===== src/rtl/sisc_seq.sv =====
// Multi-cycle control sequencer for sisc: 5 cycles per instruction (FETCH..WRITEBACK), HALT absorbing.
// No backpressure; outputs decode from state and OPCODE. SISC_RETIRE_CNT_EN adds the RETIRE_CNT counter.
module sisc_seq (
    input  logic        CLK,
    input  logic        RST_F,
    input  logic [3:0]  OPCODE,
    input  logic [3:0]  MM,
    input  logic [3:0]  STAT,
    output logic        PC_RST,
    output logic        PC_WRITE,
    output logic        PC_SEL,
    output logic        BR_SEL,
    output logic        IR_LOAD,
    output logic        RF_WE,
    output logic        RD_SEL,
    output logic [1:0]  ALU_OP,
    output logic        WB_SEL,
    output logic        STAT_EN,
    output logic        DM_WE,
    output logic        HALTED
`ifdef SISC_RETIRE_CNT_EN
    ,
    output logic [15:0] RETIRE_CNT
`endif
);

    localparam logic [3:0] OP_ALU_RR = 4'b0001;
    localparam logic [3:0] OP_ALU_RI = 4'b0010;
    localparam logic [3:0] OP_BRR    = 4'b0100;
    localparam logic [3:0] OP_BRA    = 4'b0101;
    localparam logic [3:0] OP_LOAD   = 4'b1000;
    localparam logic [3:0] OP_STORE  = 4'b1001;
    localparam logic [3:0] OP_HALT   = 4'b1111;

    typedef enum logic [2:0] {
        S_START,
        S_FETCH,
        S_DECODE,
        S_EXECUTE,
        S_MEM,
        S_WRITEBACK,
        S_HALT
    } state_t;

    state_t state_q, state_d;
    logic   br_taken;

    always_ff @(posedge CLK) begin
        if (!RST_F) begin
            state_q <= S_START;
        end else begin
            state_q <= state_d;
        end
    end

    always_comb begin
        state_d = state_q;
        case (state_q)
            S_START:     state_d = S_FETCH;
            S_FETCH:     state_d = S_DECODE;
            S_DECODE:    state_d = (OPCODE == OP_HALT) ? S_HALT : S_EXECUTE;
            S_EXECUTE:   state_d = S_MEM;
            S_MEM:       state_d = S_WRITEBACK;
            S_WRITEBACK: state_d = S_FETCH;
            S_HALT:      state_d = S_HALT;
            default:     state_d = S_START;
        endcase
    end

    // A zero mask means an unconditional branch.
    assign br_taken = (MM == 4'b0000) || ((MM & STAT) != 4'b0000);

    always_comb begin
        PC_RST   = 1'b0;
        PC_WRITE = 1'b0;
        PC_SEL   = 1'b0;
        BR_SEL   = 1'b0;
        IR_LOAD  = 1'b0;
        RF_WE    = 1'b0;
        RD_SEL   = 1'b0;
        ALU_OP   = 2'b00;
        WB_SEL   = 1'b0;
        STAT_EN  = 1'b0;
        DM_WE    = 1'b0;
        HALTED   = 1'b0;
        case (state_q)
            S_START: PC_RST = 1'b1;
            S_FETCH: begin
                IR_LOAD  = 1'b1;
                PC_WRITE = 1'b1;
            end
            S_EXECUTE: begin
                case (OPCODE)
                    OP_ALU_RR: STAT_EN = 1'b1;
                    OP_ALU_RI: begin
                        ALU_OP  = 2'b01;
                        STAT_EN = 1'b1;
                    end
                    OP_LOAD, OP_STORE: ALU_OP = 2'b10;
                    default:           ALU_OP = 2'b11;
                endcase
            end
            S_MEM: begin
                if (OPCODE == OP_STORE) begin
                    ALU_OP = 2'b10;
                    DM_WE  = 1'b1;
                end else if ((OPCODE == OP_BRR || OPCODE == OP_BRA) && br_taken) begin
                    PC_WRITE = 1'b1;
                    PC_SEL   = 1'b1;
                    BR_SEL   = (OPCODE == OP_BRA);
                end
            end
            S_WRITEBACK: begin
                case (OPCODE)
                    OP_ALU_RR: begin
                        RF_WE  = 1'b1;
                        WB_SEL = 1'b1;
                    end
                    OP_ALU_RI: begin
                        RF_WE  = 1'b1;
                        WB_SEL = 1'b1;
                        ALU_OP = 2'b01;
                    end
                    OP_LOAD: begin
                        RF_WE  = 1'b1;
                        RD_SEL = 1'b1;
                        ALU_OP = 2'b10;
                    end
                    default: ;
                endcase
            end
            S_HALT:  HALTED = 1'b1;
            default: ;
        endcase
    end

`ifdef SISC_RETIRE_CNT_EN
    logic [15:0] retire_cnt_q, retire_cnt_d;

    // WRITEBACK always hands over to FETCH, so counting WRITEBACK cycles counts retirements.
    always_comb begin
        retire_cnt_d = retire_cnt_q;
        if (state_q == S_WRITEBACK) begin
            retire_cnt_d = retire_cnt_q + 16'd1;
        end
    end

    always_ff @(posedge CLK) begin
        if (!RST_F) begin
            retire_cnt_q <= 16'd0;
        end else begin
            retire_cnt_q <= retire_cnt_d;
        end
    end

    assign RETIRE_CNT = retire_cnt_q;
`endif

endmodule


===== config.mk =====
export PLATFORM = sky130hd
export DESIGN_NAME = sisc_seq
export DESIGN_NICKNAME = d
export VERILOG_FILES = /design/src/rtl/sisc_seq.sv
export SDC_FILE = /design/constraint.sdc
export NUM_CORES = 1
export LEC_CHECK = 0
export ABC_AREA = 1
export BUFFER_PORTS_ARGS = -buffer_cell sky130_fd_sc_hd__buf_2
export CORE_AREA = 8 8 45 47
export DETAILED_ROUTE_END_ITERATION = 7
export DIE_AREA = 0 0 53 55
export SYNTH_ARGS = -nofsm -noshare
export SYNTH_HDL_FRONTEND = slang
export SYNTH_SLANG_ARGS = --single-unit

===== constraint.sdc =====
create_clock -name CLK -period 2.95 [get_ports CLK]
set_clock_uncertainty 0.2 [all_clocks]
set_input_delay 0.885 -clock CLK [delete_from_list [all_inputs] [get_ports CLK]]
set_output_delay 0.885 -clock CLK [all_outputs]
set_load 0.01 [all_outputs]

# [Word-level counts from Yosys, hierarchy flattened]
# Index checks and enable logic that the tools add are counted.
[op_classes] n_eq_ne=13 muxes=25 n_bitwise=1 n_reduce_logical=10
[ops] operator="2-to-1 mux 1 bit" count=18
[ops] operator="one-hot mux 3 bit (6 select lines)" count=1
[ops] operator="equality test 4 bit, second input constant" count=3
[ops] operator="one-hot mux 2 bit (3 select lines)" count=2
[ops] operator="equality test 3 bit, second input constant" count=3
[ops] operator="equality test 4 x 3 -> 1 bit, second input constant" count=2
[ops] operator="equality test 3 x 2 -> 1 bit, second input constant" count=2
[ops] operator="OR reduction 2 bit" count=3
[ops] operator="AND 4 bit" count=1
[ops] operator="equality test 4 x 1 -> 1 bit, second input constant" count=1
[ops] operator="equality test 4 x 2 -> 1 bit, second input constant" count=1
[ops] operator="logical NOT 4 bit" count=1
[ops] operator="one-hot mux 2 bit (2 select lines)" count=1
[ops] operator="nonzero test 4 bit" count=1
[ops] operator="equality test 3 x 1 -> 1 bit, second input constant" count=1
[ops] operator="logical NOT 3 bit" count=1
[ops] operator="2-to-1 mux 3 bit" count=1
[ops] operator="OR reduction 3 bit" count=1
[ops] operator="logical OR 1 bit" count=2
[ops] operator="2-to-1 mux 2 bit" count=1
[ops] operator="one-hot mux 1 bit (2 select lines)" count=1
[ops] operator="logical AND 1 bit" count=1
[totals] ff_bits=3 output_inout_bits=13 wordCells=50

# [Longest topological paths before layout]
[logic_depth] word_depth=7 ltp_mapped=6 mapped_depth_nobuf=6

# [Worst setup path after synthesis]
# Ideal clock, no wire load.
[synth_timing] path_type="input-to-output" from="input port OPCODE[3]" to="output port RF_WE" arrival_ps=1350 setup_slack_ps=515 path_stages=3 path_cell_list="nor2_1 > nand3_1 > o21ai_1"
[synth_via] elab_chain_len=4 word_cells_on_any_way=6
[synth_rtl] item="from (decl)" line_no="6" source="input logic [3:0] OPCODE,"
[synth_rtl] item="equality test 4 x 2 -> 1 bit (tied with other cells)" line_no="114" source="case (OPCODE)"
[synth_rtl] item="OR reduction 3 bit (no line) (*)"
[synth_rtl] item="2-to-1 mux 1 bit (*)" line_no="114"
[synth_rtl] item="2-to-1 mux 1 bit (*)" line_no="86" source="case (state_q)"
[synth_rtl] item="to (decl)" line_no="14" source="output logic RF_WE,"
# Every way passes the cells marked *; elsewhere a longest branch is shown, timed or not.

# [Worst setup path in the final report]
[layout_timing] from="input port OPCODE[3]" to="output port ALU_OP[1]"
[layout_via] elab_chain_len=4 word_cells_on_any_way=9
[layout_rtl] item="equality test 4 bit, on equally long branches" line_no="93, 104, 114"
[layout_rtl] item="OR reduction 2 bit" line_no="93" source="case (OPCODE)"
[layout_rtl] item="one-hot mux 2 bit (3 select lines)" line_no="93"
[layout_rtl] item="one-hot mux 2 bit (3 select lines) (*)" line_no="86"
[layout_rtl] item="to (decl)" line_no="16" source="output logic [1:0] ALU_OP,"
# Marked as above.

==> impl_metrics.py <==
metrics = {
    "outcome": {
        "status": "finished clean",
    },
    "setup_path": {
        "cp_max_fo": 6,
        "worstPathArrival_ns": 1.62,
        "critPathLaunchType": "input port",
        "required_ns": 1.87,
        "critPathCaptureType": "output pin",
        "crit_type": "in -> out",
    },
    "sta": {
        "setup-violations-final": 0,
        "grt_setup_unrepaired": "no",
        "min_period_over_period": 0.917,
        "min_period_ns": 2.70,
        "finalMaxSlewViolations": 0,
        "slew-limit-headroom": 0.863,
        "hold_viol_final": 0,
        "fin_tns_setup_ns": 0,
        "max_freq_mhz": 370,
        "worstMarginPinSlew_ns": 0.205,
    },
    "synthesis": {
        "syn_nets": 89,
        "synthesis.area_um2": 358,
        "synth_top_cell_by_area": "nand2_1",
        "syn-instance-count": 75,
        "synth_edf_count": 0,
        "yosys_warnings": 0,
        "synthTopCellsByCount": "22 x nand2_1, 16 x inv_1, 15 x nor2_1, 9 x nand3_1, 3 x dfxtp_1",
        "synth_top_cell_area_share": 0.231,
        "syn_avg_cell_area_um2": 4.77,
        "ys_seq_area_frac": 0.168,
        "ys_seq_elements": 3,
        "synthTopCellsByArea": "nand2_1 23%, dfxtp_1 17%, inv_1 17%, nor2_1 16%, nand3_1 13%",
        "synthArstFlopShare": 0,
        "synth_cell_types": 12,
        "synthFlopType": "dfxtp_1",
        "synth_most_common_cell": "nand2_1",
    },
    "power_and_ir_drop": {
        "p_sw_frac": 0.377,
        "ir_worst_vdd_mv": 0.237,
        "clockPowerShare": 0.320,
        "leakagePower_uw": 0.000379,
        "power_frac_seq": 0.270,
        "netSwitchingPower_uw": 81.9,
        "comb_power_share": 0.410,
        "intPower_uw": 136,
        "powerDensity_mw_per_mm2": 407,
    },
    "detailed_routing": {
        "wl_per_cell_um": 9.04,
        "drc": 0,
        "routed_wl_um": 1090,
        "drt-vias-per-instance": 4.26,
        "drt-initial-drc-count": 17,
        "ant_nets": 0,
        "first_pass_iters": 6,
        "vias": 515,
    },
    "min_path": {
        "hold_class": "reg -> reg",
    },
    "placement": {
        "hpwl_um": 942,
        "gp_congestion": 0.737,
        "dpl.cell_count": 117,
        "port_buffers": 26,
    },
    "die": {
        "start_util": 0.259,
        "die_h_um": 55,
        "boundaryPins": 27,
        "fp.dieW_um": 53,
        "die_area_mm2": 0.00292,
        "row_count": 14,
        "core_area_mm2": 0.00138,
    },
    "flow_run": {
        "timing.max_cap.violations": 0,
    },
    "global_route": {
        "globalRouteMet1Util": 0.0803,
        "grt_usage": 0.0770,
        "gr-total-overflow": 0,
        "gr-max-usage-layer": "met2",
        "use_met2": 0.139,
        "grt_pass1_wl_um": 1750,
        "grt_pass1_vias": 466,
        "grt_start_max_net_pins": 7,
        "antenna_found_initial": 0,
        "grt_use_met3": 0.0214,
    },
    "clock_tree": {
        "cts.sinks": 3,
        "cts_setup_buffers": 0,
        "cts_resized": 0,
        "tritoncts": "built",
        "cts-hold-fix-buffers": 0,
        "cts_buffers": 3,
        "cts_max_level": 1,
        "clkTransAtPathRegs_ns": 0.03,
        "cts_buffer_depth": 2,
        "cts_root_buf": "clkbuf_4",
        "clock_latency_ns": 0.23,
    },
    "final_layout": {
        "fin_cells": 121,
        "antenna_cells": 0,
        "top_register": "state_q",
        "top_regs": "state_q (3)",
        "largest_register_ffs": 3,
        "drive_above_1_share": 0.305,
        "nets": 120,
        "area_delta_synth_final_pct": 49.3,
    },
}
[logic make-up after synthesis]
family / share of synthesized area
and+or+nand+nor: 0.556
buffers and inverters: 0.189
AOI/OAI and AO/OA: 0.0874
DFF: 0.168
[routing by layer]
metal	wire length (um)	vias to the layer above
li1	-	286
met1	472	214
met2	545	15
met3	76	0
met4	0	0
met5	0	-
[critical path: stages]
cell and delay (ns):
buf_2 0.13, nor2_1 0.14, nand3_1 0.16, nand2_1 0.09, nand3_1 0.07, buf_2 0.14
[power by group through the flow]
stage                     logic (uW)  clock network (uW)  registers [uW]
after global routing             104                77.4            60.0
final                           89.3                69.5            58.7
after detailed placement        90.9                   0            58.9
after CTS                       91.4                73.1            58.4
after floorplan                 55.6                   0            57.3
after global placement          90.8                   0            59.0
[worst paths after layout]
check / start / end / slack (ns) / cells after the start
worst min register to register: state_q[0] / state_q[1] / 0.39 / 2
worst min-delay path: state_q[0] / state_q[1] / 0.39 / 2
worst max register to register: state_q[1] / state_q[2] / 1.79 / 5
worst max-delay path: OPCODE[3] / ALU_OP[1] / 0.25 / 6
[per-stage QoR]
step                      hold slack [ns]  power, uW  setup slack (ns)  instance area (um^2)  utilization
after global routing                0.447        241            0.0833                   534        0.386
after global placement              0.412        150             0.271                   508        0.367
after floorplan                     0.335        113             0.515                   358            -
final                               0.395        217             0.245                   534        0.386
after CTS                           0.406        223             0.238                   534        0.386
after detailed placement            0.398        150             0.241                   508        0.367
[layout make-up]
class,count,area (um^2)
clock buffer,4,26.3
fill,163,850
inverter,18,67.6
multi-input combinational,54,230
sequential,3,60.1
tap,16,20.0
timing repair buffer,26,130
[cells in the final DEF (no fill, tap or decap)]
cell type	Yosys	layout
o21ai_0	2	2
nor3_1	1	1
nand2_1	22	22
a21oi_1	1	1
buf_2	0	26
nand3_1	9	9
dfxtp_1	3	3
inv_1	16	16
clkbuf_4	0	3
nor2_1	15	15
clkbuf_1	0	1
inv_2	2	2
o21ai_1	2	2
nor3_2	1	1
a31oi_1	1	1
No activity file was read; power rests on OpenSTA's default activity.
